## config.mk

```make
export PLATFORM = sky130hd
export DESIGN_NAME = adder4_seq_ctrl
export DESIGN_NICKNAME = d
export VERILOG_FILES = /design/src/rtl/adder_seq_pkg.sv /design/src/rtl/adder4.sv /design/src/rtl/adder4_seq_ctrl.sv
export SDC_FILE = /design/constraint.sdc
export NUM_CORES = 1
export LEC_CHECK = 0
export BUFFER_PORTS_ARGS = -buffer_cell sky130_fd_sc_hd__buf_2
export CAP_MARGIN = 10
export CORE_ASPECT_RATIO = 0.7
export CORE_UTILIZATION = 49
export CTS_CLUSTER_DIAMETER = 40
export CTS_CLUSTER_SIZE = 24
export DETAILED_ROUTE_END_ITERATION = 8
export PLACE_DENSITY_LB_ADDON = 0.08
export SYNTH_ARGS = -nofsm -noshare
export SYNTH_HDL_FRONTEND = slang
export SYNTH_SLANG_ARGS = --single-unit
```

## constraint.sdc

```tcl
create_clock -name clk -period 2.4 [get_ports clk]
set_input_delay 0.24 -clock clk [delete_from_list [all_inputs] [get_ports clk]]
set_output_delay 0.24 -clock clk [all_outputs]
set_load 0.02 [all_outputs]
```

## src/rtl/adder_seq_pkg.sv

```systemverilog
// ---------------------------------------------------------------------------
// adder_seq_pkg
//   Shared definitions for the nibble-serial adder sequencer.
//   - SLICE_W         : width of the shared adder slice (4 bits)
//   - state_t         : sequencer FSM states (IDLE, RUN, DONE)
//   - calc_num_slices : number of slice passes needed for a given width
// ---------------------------------------------------------------------------
package adder_seq_pkg;

    localparam int SLICE_W = 4;

    typedef enum logic [1:0] {
        IDLE = 2'd0,
        RUN  = 2'd1,
        DONE = 2'd2
    } state_t;

    function automatic int calc_num_slices(input int width);
        return width / SLICE_W;
    endfunction

endpackage

```

## src/rtl/adder4.sv

```systemverilog
// ---------------------------------------------------------------------------
// adder4
//   Plain 4-bit ripple adder slice: {cout, S} = A + B + cin.
//   Ports:
//     A, B  in  4  slice operands
//     cin   in  1  carry-in
//     S     out 4  slice sum
//     cout  out 1  carry-out
// ---------------------------------------------------------------------------
module adder4 (
    input  logic [3:0] A,
    input  logic [3:0] B,
    input  logic       cin,
    output logic [3:0] S,
    output logic       cout
);

    assign {cout, S} = 5'(A) + 5'(B) + 5'(cin);

endmodule

```

## src/rtl/adder4_seq_ctrl.sv

```systemverilog
// ---------------------------------------------------------------------------
// adder4_seq_ctrl
//   Adds two WIDTH-bit operands by reusing one adder4 slice over
//   NUM_SLICES = WIDTH/4 cycles, least-significant nibble first. The slice
//   carry-out is registered and fed back as the next slice's carry-in.
//
//   Optional build macro ADDSEQ_SUB_EN adds port 'sub': when set at accept,
//   B is inverted per slice and the carry register starts at 1 (cin ignored),
//   giving a - b with cout=1 meaning "no borrow".
//
//   Ports:
//     clk        in   1      clock, rising edge
//     rst_n      in   1      asynchronous active-low reset
//     in_valid   in   1      operand request valid
//     in_ready   out  1      block can accept a request (IDLE)
//     a, b       in   WIDTH  operands
//     cin        in   1      carry-in into slice 0
//     sub        in   1      subtract select (ADDSEQ_SUB_EN only)
//     out_valid  out  1      result valid (DONE)
//     out_ready  in   1      consumer accepts result
//     sum        out  WIDTH  result
//     cout       out  1      carry-out of the final slice
//
//   Handshake: a transfer happens on a rising edge where valid && ready are
//   both high. in_ready and out_valid are pure decodes of the state register,
//   so neither depends combinationally on in_valid or out_ready. Once
//   out_valid is high, sum/cout stay stable until the result transfer.
// ---------------------------------------------------------------------------
module adder4_seq_ctrl #(
    parameter int WIDTH = 16
) (
    input  logic             clk,
    input  logic             rst_n,
    input  logic             in_valid,
    output logic             in_ready,
    input  logic [WIDTH-1:0] a,
    input  logic [WIDTH-1:0] b,
    input  logic             cin,
`ifdef ADDSEQ_SUB_EN
    input  logic             sub,
`endif
    output logic             out_valid,
    input  logic             out_ready,
    output logic [WIDTH-1:0] sum,
    output logic             cout
);

    import adder_seq_pkg::*;

    localparam int NUM_SLICES = calc_num_slices(WIDTH);
    localparam int IDX_W      = (NUM_SLICES > 1) ? $clog2(NUM_SLICES) : 1;
    localparam logic [IDX_W-1:0] LAST_IDX = IDX_W'(NUM_SLICES - 1);

    generate
        if ((WIDTH % SLICE_W) != 0 || WIDTH < SLICE_W) begin : g_bad_width
            $error("adder4_seq_ctrl: WIDTH must be a multiple of 4 and >= 4");
        end
    endgenerate

    state_t             state_q;
    state_t             state_d;
    logic [IDX_W-1:0]   idx_q;
    logic               carry_q;
    logic [WIDTH-1:0]   a_q;
    logic [WIDTH-1:0]   b_q;
    logic [WIDTH-1:0]   sum_q;
    logic               cout_q;
    logic               sub_q;
    logic [SLICE_W-1:0] slice_a;
    logic [SLICE_W-1:0] slice_b;
    logic [SLICE_W-1:0] slice_s;
    logic               slice_co;

    // ---------------- FSM: state register ----------------
    always_ff @(posedge clk or negedge rst_n) begin
        if (!rst_n) begin
            state_q <= IDLE;
        end else begin
            state_q <= state_d;
        end
    end

    // ---------------- FSM: next state ----------------
    // In IDLE in_ready is 1, so in_valid alone means an accept.
    always_comb begin
        state_d = state_q;
        case (state_q)
            IDLE:    if (in_valid)           state_d = RUN;
            RUN:     if (idx_q == LAST_IDX)  state_d = DONE;
            DONE:    if (out_ready)          state_d = IDLE;
            default:                         state_d = IDLE;
        endcase
    end

    // ---------------- FSM: outputs ----------------
    always_comb begin
        in_ready  = (state_q == IDLE);
        out_valid = (state_q == DONE);
    end

    // ---------------- Shared slice ----------------
    // Nibble select by comparison against each constant index keeps every
    // operand bit in use and avoids variable part-selects.
    always_comb begin
        slice_a = '0;
        slice_b = '0;
        for (int i = 0; i < NUM_SLICES; i++) begin
            if (idx_q == IDX_W'(i)) begin
                slice_a = a_q[i*SLICE_W +: SLICE_W];
                slice_b = b_q[i*SLICE_W +: SLICE_W] ^ {SLICE_W{sub_q}};
            end
        end
    end

    adder4 u_slice (
        .A    (slice_a),
        .B    (slice_b),
        .cin  (carry_q),
        .S    (slice_s),
        .cout (slice_co)
    );

`ifndef ADDSEQ_SUB_EN
    assign sub_q = 1'b0;
`endif

    // ---------------- Datapath registers ----------------
    always_ff @(posedge clk or negedge rst_n) begin
        if (!rst_n) begin
            idx_q   <= '0;
            carry_q <= 1'b0;
            a_q     <= '0;
            b_q     <= '0;
            sum_q   <= '0;
            cout_q  <= 1'b0;
`ifdef ADDSEQ_SUB_EN
            sub_q   <= 1'b0;
`endif
        end else begin
            case (state_q)
                IDLE: begin
                    if (in_valid) begin
                        a_q   <= a;
                        b_q   <= b;
                        idx_q <= '0;
`ifdef ADDSEQ_SUB_EN
                        sub_q   <= sub;
                        // Two's complement: ~b plus an initial carry of 1.
                        carry_q <= sub ? 1'b1 : cin;
`else
                        carry_q <= cin;
`endif
                    end
                end
                RUN: begin
                    for (int i = 0; i < NUM_SLICES; i++) begin
                        if (idx_q == IDX_W'(i)) begin
                            sum_q[i*SLICE_W +: SLICE_W] <= slice_s;
                        end
                    end
                    carry_q <= slice_co;
                    idx_q   <= idx_q + 1'b1;
                    if (idx_q == LAST_IDX) begin
                        cout_q <= slice_co;
                    end
                end
                default: ;
            endcase
        end
    end

    assign sum  = sum_q;
    assign cout = cout_q;

endmodule

```

==> impl_metrics.py <==
metrics = {
    "final_layout": {
        "multi_input_area_mm2": 0.00120,
        "nets": 340,
        "final_cell_mix": "55 x buf_2, 53 x dfrtp_1, 27 x mux2_2",
        "drive_gt1_frac": 0.464,
        "fillers": 427,
        "layout_commonest_cell": "buf_2",
        "area_delta_synth_final_pct": 26.2,
        "seq_area_mm2": 0.00135,
        "n_antenna_cell": 0,
    },
    "setup_path": {
        "critPathRequiredTime_ps": 2590,
        "cpMaxStageDelayCell": "dfrtp_2",
        "setup.worst_path.class": "reg -> reg",
        "r2r_slack_ps": -120,
        "crit_arrival_ps": 2700,
        "critPathLaunch": "idx_q[0]",
        "r2r-end": "carry_q",
        "slowest_delay_ps": 440,
        "cp-end-kind": "flop",
        "startpoint_type": "flop",
        "worstPathMaxFanout": 4,
        "worst_path_most_repeated_cell": "fa_2",
        "path_cells": "inv_4 > ha_4 > nor2b_4 > a221o_1 > a22oi_2 > fa_2 > inv_2 > fa_2 > a21o_1 > a21oi_2 > o221ai_1",
        "regToRegStartpoint": "idx_q[0]",
        "r2r_cells": 11,
    },
    "placement": {
        "dpl.hpwl_mm": 3.94,
        "numPortBuffers": 55,
        "place_congestion": 0.766,
    },
    "grt": {
        "grt_overflow_total": 0,
        "antenna_found_initial": 0,
        "gr-usage-all-layers": 0.213,
        "met2_usage": 0.303,
        "grt_max_degree": 41,
        "grt_pass1_vias": 1816,
        "use_met3": 0.0449,
        "grtUsageMet1": 0.330,
        "grt_pass1_wl_mm": 9.00,
        "busiest_layer": "met1",
    },
    "synthesis": {
        "synth_top_area_frac": 0.521,
        "synth_flop_cell": "dfrtp_1",
        "avgSynthCellArea_um2": 11.8,
        "synth_top_area_cell": "dfrtp_1",
        "synth_warnings": 0,
        "synth-seq-area-share": 0.521,
        "synth_seq_cells": 54,
        "async_flop_share": 1.00,
        "yosys-top-cells-area": "dfrtp_1 52%, mux2_2 12%, o21ai_0 4.2%",
        "syn_nets": 266,
        "ys_types": 34,
        "synth-edff-count": 0,
        "netlist_instances": 220,
        "netlist_area_mm2": 0.00259,
    },
    "power_and_ir_drop": {
        "p_int_mw": 3.21,
        "power_mw": 5.39,
        "ir_worst_vdd_mv": 0.778,
        "swShare": 0.405,
        "seqPwrFrac": 0.308,
        "clock_power_share": 0.096,
        "powerDensity_mw_per_mm2": 1650,
        "combPwrFrac": 0.596,
        "p_leak_nw": 1.57,
        "power.switching_mw": 2.18,
    },
    "timing": {
        "setup_violations": 14,
        "slew_headroom": 0.697,
        "finalCritPeriodShare": 1.05,
        "fin_crit_ps": 2520,
        "holdWs_ps": 111,
        "fmax_ghz": 0.397,
        "tightest_slew_ps": 454,
        "finalHoldViolations": 0,
        "fin_ws_ps": -119,
        "skew_ps": 9.45,
        "report.final.slew_viol_count": 0,
        "rsz0062_at_grt": "true",
    },
    "cts": {
        "cts_max_path_buffers": 2,
        "cts_sinks": 54,
        "cts_tree": "yes",
        "numCtsBuffers": 5,
        "clock_latency_ps": 310,
        "clkTransAtPathRegs_ps": 100,
        "cts_max_level": 2,
        "cts-root-buf": "clkbuf_8",
    },
    "die": {
        "die_area_mm2": 0.00559,
        "num_io_pins": 56,
        "rows": 21,
        "start_util": 0.525,
        "core_area_mm2": 0.00494,
        "die_x_um": 88.9,
        "die-height_um": 62.8,
    },
    "detailed_routing": {
        "drt_iter0_markers": 53,
        "final_antenna_net_count": 0,
        "drt_pass1_iterations": 4,
        "routed_wl_mm": 5.26,
        "drc": 0,
        "vias": 1886,
        "vias_per_cell": 5.18,
        "wl_per_cell_um": 14.4,
    },
    "min_path": {
        "min_to": "state_q[1]",
        "min-delay-start": "out_ready",
        "min_path_type": "in -> reg",
        "min_path_cells": 2,
    },
    "run": {
        "max_cap_violations": 0,
    },
    "status": {
        "violations": "setup timing",
        "status": "finished, violations left",
    },
}
## worst max path at each step
stage,end,cells after the start
6_report,carry_q,11
5_1_grt,carry_q,11
4_1_cts,carry_q,11
3_5_place_dp,carry_q,11
3_3_place_gp,carry_q,11
2_1_floorplan,carry_q,11
## cell type report
type | count | area share
Tap cell | 69 | 0.0264
Timing Repair Buffer | 79 | 0.148
Clock buffer | 7 | 0.0264
Clock inverter | 1 | 0.00153
Multi-Input combinational cell | 140 | 0.367
Inverter | 14 | 0.0168
Sequential cell | 54 | 0.414
## routing by layer
metal | vias up | share of wire
li1 | 921 | -
met1 | 925 | 0.53
met2 | 34 | 0.43
met3 | 6 | 0.034
met4 | 0 | 0.010
met5 | - | 0
## logic make-up after synthesis
group / synth area share
buffers and inverters: 0.0546
adders and majority gates: 0.0493
and+or+nand+nor: 0.0961
AOI/OAI and AO/OA: 0.141
xor gates and xnor gates: 0.00338
muxes: 0.134
DFF: 0.521
## metrics by stage
step	area, um^2	utilization	TNS, ps	setup slack (ps)	std cells
finish	3270	0.662	-835	-119	364
global route	3270	0.662	-2320	-208	364
CTS	3250	0.658	-493	-95.7	363
detailed placement	3100	0.627	-1670	-181	351
global placement	3100	0.627	-1320	-164	351
floorplan	2670	-	-45.8	-26.5	220
## timing repair
action                                  4_1_cts  5_1_grt
endpoints found under the hold margin        15        0
pin swaps                                     2        4
hold buffers                                  1        0
endpoints found under the setup margin       14       14
buffers inserted                              3        1
resized for setup                             7        2
## cell usage after synthesis, types with 3 or more instances
cell / number
a21oi_1: 11
nor2b_1: 3
ha_1: 7
dfrtp_1: 54
a211oi_1: 4
buf_2: 5
a22o_1: 4
mux2_2: 28
o21ai_0: 22
a211o_1: 4
nand2_1: 25
nor4bb_1: 4
buf_6: 5
inv_1: 14
## sequential cells by signal (all words and copies together), names as in the netlist
signal / count
a_q: 16
carry_q: 1
idx_q: 2
cout: 1
b_q: 16
sum: 16
state_q: 2
## critical path: cells and delay by family (launching register included)
kind                       cells  cell delay [ps]
and+or+nand+nor                1              130
DFF                            1              440
AOI/OAI and AO/OA              5              960
buffers and inverters          2              100
adders and majority gates      3              770
## power by group through the flow
stage | Combinational, mW | Clock, mW | Sequential, mW
3_3_place_gp | 2.95 | 0 | 1.67
3_5_place_dp | 3.00 | 0 | 1.67
2_1_floorplan | 2.03 | 0 | 1.73
5_1_grt | 3.52 | 0.577 | 1.72
4_1_cts | 3.12 | 0.534 | 1.66
6_report | 3.21 | 0.519 | 1.66
Note: power is estimated with default switching activity, not from simulation.
